--- config.mk ---
export PLATFORM = sky130hd
export DESIGN_NAME = ram_port_arbiter
export DESIGN_NICKNAME = d
export VERILOG_FILES = /design/src/rtl/ram_port_arbiter.sv
export SDC_FILE = /design/constraint.sdc
export NUM_CORES = 1
export LEC_CHECK = 0
export BUFFER_PORTS_ARGS = -buffer_cell sky130_fd_sc_hd__buf_4
export CAP_MARGIN = 5
export CELL_PAD_IN_SITES_DETAIL_PLACEMENT = 1
export CELL_PAD_IN_SITES_GLOBAL_PLACEMENT = 1
export CORE_MARGIN = 5
export CORE_UTILIZATION = 30
export DETAILED_ROUTE_END_ITERATION = 12
export PLACE_DENSITY_LB_ADDON = 0.1
export SETUP_SLACK_MARGIN = 0.05
export SLEW_MARGIN = 20
export SYNTH_ARGS = -nofsm -noshare
export SYNTH_HDL_FRONTEND = slang
export SYNTH_SLANG_ARGS = --single-unit
--- constraint.sdc ---
create_clock -name clk -period 2.45 [get_ports clk]
set_input_delay 0.1225 -clock clk [delete_from_list [all_inputs] [get_ports clk]]
set_output_delay 0.1225 -clock clk [all_outputs]
set_load 0.02 [all_outputs]
--- src/rtl/ram_port_arbiter.sv ---
// Two-master round-robin arbiter and three-stage pipeline for RAM port 1.
// Stage A arbitrates, B drives the RAM, C returns a tagged response.
module ram_port_arbiter #(
  parameter int unsigned ADDR_WIDTH = 12
) (
  input  logic                  clk,
  input  logic                  rst_n,

  input  logic                  m0_req,
  input  logic [ADDR_WIDTH-1:0] m0_addr,
  input  logic [31:0]           m0_wdata,
  input  logic [3:0]            m0_wstrb,
  output logic                  m0_ready,
  output logic                  m0_rvalid,
  output logic [31:0]           m0_rdata,

  input  logic                  m1_req,
  input  logic [ADDR_WIDTH-1:0] m1_addr,
  input  logic [31:0]           m1_wdata,
  input  logic [3:0]            m1_wstrb,
  output logic                  m1_ready,
  output logic                  m1_rvalid,
  output logic [31:0]           m1_rdata,

  output logic [ADDR_WIDTH-1:0] ram_addr,
  output logic [31:0]           ram_wdata,
  output logic [3:0]            ram_wenable,
  input  logic [31:0]           ram_rdata
);

  logic                  last_q;

  logic                  b_valid_q;
  logic                  b_id_q;
  logic [ADDR_WIDTH-1:0] b_addr_q;
  logic [31:0]           b_wdata_q;
  logic [3:0]            b_wstrb_q;

  logic                  c_valid_q;
  logic                  c_id_q;
  logic [31:0]           c_rdata_q;

  logic                  xfer;
  logic                  win_id;
  logic [ADDR_WIDTH-1:0] win_addr;
  logic [31:0]           win_wdata;
  logic [3:0]            win_wstrb;

  // On a tie the master that did not win last time gets the grant.
  always_comb begin
    m0_ready  = m0_req && (!m1_req || last_q);
    m1_ready  = m1_req && (!m0_req || !last_q);
    xfer      = m0_ready || m1_ready;
    win_id    = m1_ready;
    win_addr  = m1_ready ? m1_addr  : m0_addr;
    win_wdata = m1_ready ? m1_wdata : m0_wdata;
    win_wstrb = m1_ready ? m1_wstrb : m0_wstrb;
  end

  always_ff @(posedge clk) begin
    if (!rst_n) begin
      last_q    <= 1'b1;
      b_valid_q <= 1'b0;
      b_id_q    <= 1'b0;
      b_addr_q  <= '0;
      b_wdata_q <= 32'h0;
      b_wstrb_q <= 4'h0;
      c_valid_q <= 1'b0;
      c_id_q    <= 1'b0;
      c_rdata_q <= 32'h0;
    end else begin
      if (xfer) begin
        last_q <= win_id;
      end
      b_valid_q <= xfer;
      b_id_q    <= win_id;
      b_addr_q  <= win_addr;
      b_wdata_q <= win_wdata;
      b_wstrb_q <= win_wstrb;
      c_valid_q <= b_valid_q;
      c_id_q    <= b_id_q;
      c_rdata_q <= (b_wstrb_q == 4'h0) ? ram_rdata : 32'h0;
    end
  end

  // rst_n gates the write strobe directly so a command caught by reset never commits.
  always_comb begin
    ram_addr    = b_addr_q;
    ram_wdata   = b_wdata_q;
    ram_wenable = (b_valid_q && rst_n) ? b_wstrb_q : 4'h0;
    m0_rvalid   = c_valid_q && !c_id_q;
    m1_rvalid   = c_valid_q && c_id_q;
    m0_rdata    = c_rdata_q;
    m1_rdata    = c_rdata_q;
  end

endmodule
==> impl_metrics.xml <==
<?xml version="1.0" encoding="UTF-8"?>
<metrics>
  <group name="yosys">
    <metric name="synth-warning-count" unit="">0</metric>
    <metric name="synthXorXnorAreaFrac" unit="">0</metric>
    <metric name="combinational_family_with_the_most_area_after_synthesis" unit="">simple AND/OR/NAND/NOR gates</metric>
    <metric name="number_of_library_cell_types_mapped_by_synthesis" unit="">18</metric>
    <metric name="avgSynthCellArea" unit="µm²">10.2</metric>
    <metric name="syn-cell-area" unit="µm²">3410</metric>
    <metric name="synth.area.mux_share" unit="">0.141</metric>
    <metric name="yosys_register_bits" unit="">85</metric>
    <metric name="synth_simple_gate_area_frac" unit="">0.247</metric>
    <metric name="yosysSeqAreaShare" unit="">0.499</metric>
    <metric name="synth_compound_gate_area_share" unit="">0.00441</metric>
    <metric name="yosys.area_share.adder" unit="">0</metric>
    <metric name="postSynthNetCount" unit="">467</metric>
    <metric name="synthesized_netlist_cell_count" unit="">335</metric>
  </group>
  <group name="die">
    <metric name="initial_core_util" unit="">0.302</metric>
    <metric name="num_io_pins" unit="">248</metric>
    <metric name="core_area" unit="µm²">11300</metric>
    <metric name="core.rowCount" unit="">39</metric>
    <metric name="die_x" unit="µm">117</metric>
    <metric name="die_area" unit="µm²">13600</metric>
    <metric name="die_y" unit="µm">117</metric>
  </group>
  <group name="placement">
    <metric name="gp_routability_congestion" unit="">0.707</metric>
    <metric name="detailedPlace.worstSlack" unit="ns">0.597</metric>
    <metric name="hpwlAfterDp" unit="µm">8350</metric>
    <metric name="placement.io_buffers" unit="">247</metric>
  </group>
  <group name="sta">
    <metric name="finalSetupTns" unit="ns">0</metric>
    <metric name="fin_hold_ws" unit="ns">0.0276</metric>
    <metric name="timing.slew.headroom" unit="">0.345</metric>
    <metric name="grt_setup_unrepaired" unit="">no</metric>
    <metric name="layout_worst_path_cycle_share" unit="">0.751</metric>
    <metric name="fmax" unit="MHz">543</metric>
    <metric name="number_of_endpoints_failing_setup_at_the_final_stage" unit="">0</metric>
    <metric name="hold_viol_final" unit="">0</metric>
    <metric name="period_needed" unit="ns">1.84</metric>
    <metric name="worst_pin_slew" unit="ns">0.982</metric>
    <metric name="timing.clock.skew" unit="ns">0.00550</metric>
    <metric name="worst_slack" unit="ns">0.610</metric>
    <metric name="final-max-slew-violation-count" unit="">0</metric>
  </group>
  <group name="clock_tree">
    <metric name="post_cts_buffers" unit="">0</metric>
    <metric name="numCtsBuffers" unit="">9</metric>
    <metric name="clockRootBuffer" unit="">sky130_fd_sc_hd__clkbuf_16</metric>
    <metric name="clock_sinks" unit="">85</metric>
    <metric name="post_cts_resized" unit="">0</metric>
    <metric name="cts-htree-levels" unit="">3</metric>
    <metric name="tritoncts" unit="">done</metric>
    <metric name="path_clk_slew" unit="ns">0.06</metric>
    <metric name="cts_max_path_buffers" unit="">2</metric>
    <metric name="worst_skew_pair.late_latency" unit="ns">0.33</metric>
    <metric name="post_cts_hold_buffer_count" unit="">0</metric>
  </group>
  <group name="worst_setup_path">
    <metric name="max_stage_delay" unit="ns">1.11</metric>
    <metric name="setup.worst_path.end_class" unit="">flop</metric>
    <metric name="element_type_at_the_critical_path_start" unit="">flop</metric>
    <metric name="crit_fanout" unit="">32</metric>
    <metric name="cpMaxStageDelayCell" unit="">sky130_fd_sc_hd__or4b_2</metric>
    <metric name="cp.required" unit="ns">2.69</metric>
    <metric name="worst_path_dominant_cell_family" unit="">simple AND/OR/NAND/NOR gates</metric>
    <metric name="timing.setup.critical_path_class" unit="">reg -&gt; reg</metric>
    <metric name="data_arrival_time_of_the_worst_path" unit="ns">2.08</metric>
    <metric name="critical_path_buf_inv_count" unit="">0</metric>
    <metric name="ordered_cell_list_for_the_critical_path" unit="">or4b_2 &gt; nor3b_1</metric>
  </group>
  <group name="power_and_ir_drop">
    <metric name="p_per_cell_area" unit="nW/µm²">663</metric>
    <metric name="internal_power" unit="mW">2.69</metric>
    <metric name="power.sequential.fraction" unit="">0.421</metric>
    <metric name="power.clock.fraction" unit="">0.377</metric>
    <metric name="switching_share" unit="">0.255</metric>
    <metric name="p_comb_frac" unit="">0.202</metric>
    <metric name="static-leakage-power" unit="nW">2.69</metric>
    <metric name="vdd_drop_max" unit="V">0.000287</metric>
    <metric name="net-switching-power" unit="mW">0.919</metric>
  </group>
  <group name="drt">
    <metric name="drt-vias-per-instance" unit="">4.31</metric>
    <metric name="drt_pre_antenna_iters" unit="">4</metric>
    <metric name="number_of_remaining_drc_errors" unit="">0</metric>
    <metric name="num_vias" unit="">2956</metric>
    <metric name="postRouteAntennaNets" unit="">0</metric>
    <metric name="routed_wire_length_per_instance" unit="µm">15.2</metric>
    <metric name="drt_iter0_drc" unit="">83</metric>
    <metric name="totalWireLength" unit="µm">10500</metric>
  </group>
  <group name="final_layout">
    <metric name="final_cell_mix" unit="">sky130_fd_sc_hd__buf_4 (249), sky130_fd_sc_hd__nand2_1 (96), sky130_fd_sc_hd__dfxtp_1 (84)</metric>
    <metric name="most_common_cell_after_layout_fill_and_taps_aside" unit="">sky130_fd_sc_hd__buf_4</metric>
    <metric name="nNetsFinal" unit="">671</metric>
    <metric name="areaGrowthSynthToFinish" unit="%">59.6</metric>
    <metric name="final_layout_size_suffix_gt1_frac" unit="">0.551</metric>
    <metric name="number_of_fillers_in_the_final_layout" unit="">1259</metric>
    <metric name="n_antenna_cell" unit="">0</metric>
  </group>
  <group name="grt">
    <metric name="grt_antenna_before_repair" unit="">0</metric>
    <metric name="grt_first_pass_wirelength" unit="µm">15000</metric>
    <metric name="overflow" unit="">0</metric>
    <metric name="grt_max_degree" unit="">106</metric>
    <metric name="grt.total_usage" unit="">0.144</metric>
    <metric name="via_count_of_the_first_global_routing_pass" unit="">3044</metric>
  </group>
  <group name="flow_run">
    <metric name="max-cap-violations" unit="">0</metric>
  </group>
  <group name="hold_path">
    <metric name="timing.hold.worst.class" unit="">in -&gt; reg</metric>
  </group>
  <group name="outcome">
    <metric name="run_status" unit="">completed</metric>
  </group>
</metrics>
power groups by stage:
stage / Clock, mW / Combinational (mW) / Sequential (mW)
2_1_floorplan: 0 / 0.290 / 1.65
3_3_place_gp: 0 / 0.730 / 1.55
3_5_place_dp: 0 / 0.743 / 1.55
4_1_cts: 1.41 / 0.744 / 1.52
5_1_grt: 1.48 / 0.781 / 1.53
6_report: 1.36 / 0.728 / 1.52
logic make-up (layout without fill, tap and decap cells):
| group | after synthesis | in the layout |
|---|---|---|
| AND/OR/NAND/NOR | 142 | 142 |
| buffers and inverters | 58 | 266 |
| flip-flops | 85 | 85 |
| AO/OA/AOI/OAI | 2 | 2 |
| multiplexers | 48 | 48 |
synthesized netlist by cell type:
cell type	instances	area share
sky130_fd_sc_hd__nor3b_1	2	0.0044
sky130_fd_sc_hd__or4b_1	1	0.0029
sky130_fd_sc_hd__and3_1	4	0.0073
sky130_fd_sc_hd__nand2b_1	2	0.0037
sky130_fd_sc_hd__nor2b_1	1	0.0018
sky130_fd_sc_hd__buf_1	4	0.0044
sky130_fd_sc_hd__o21a_1	1	0.0022
sky130_fd_sc_hd__buf_6	3	0.0099
sky130_fd_sc_hd__and2_1	5	0.0092
sky130_fd_sc_hd__nand2_1	96	0.11
sky130_fd_sc_hd__nand3_1	1	0.0015
sky130_fd_sc_hd__dfxtp_1	85	0.50
sky130_fd_sc_hd__buf_2	7	0.010
sky130_fd_sc_hd__mux2i_1	48	0.14
sky130_fd_sc_hd__a21boi_1	1	0.0022
sky130_fd_sc_hd__clkbuf_1	12	0.013
sky130_fd_sc_hd__nor3b_2	30	0.11
sky130_fd_sc_hd__buf_4	32	0.071
area by class of cell:
class	instances	area, µm²	share of cell area
flip-flops and latches	85	1700	0.313
clock inverters	4	47.5	0.00874
multi-input cells	192	1350	0.248
clock buffers	11	253	0.0465
repair buffers	251	1910	0.351
well taps	143	179	0.0329
metrics by stage:
step / cells / utilization / instance area, µm² / total power, mW
CTS: 686 / 0.483 / 5440 / 3.67
global route: 686 / 0.483 / 5440 / 3.78
global placement: 671 / 0.456 / 5140 / 2.28
detailed placement: 671 / 0.456 / 5140 / 2.29
finish: 686 / 0.483 / 5440 / 3.61
floorplan: 335 / - / 3410 / 1.94
layer usage:
metal	up-vias	global-route usage	part of all wire
li1	1456	-	-
met1	1340	0.141	0.33
met2	149	0.265	0.52
met3	11	0.0648	0.13
met4	0	0.0573	0.015
met5	-	0	0
state kept, by name, indices dropped and copies added (netlist names):
name,flops
b_id_q,1
b_valid_q,1
b_wstrb_q,4
c_id_q,1
c_valid_q,1
last_q,1
m0_rdata,32
ram_addr,12
ram_wdata,32
path summary, 6_finish.rpt:
check / from / endpoint / slack, ns / cells past startpoint
hold / removal: m1_req / b_valid_q / 0.03 / 2
hold reg to reg: b_id_q / c_id_q / 0.44 / 1
setup / recovery: b_wstrb_q[1] / m0_rdata[31] / 0.61 / 2
setup reg to reg: b_wstrb_q[1] / m0_rdata[31] / 0.61 / 2
(Power assumes the default switching activity.)
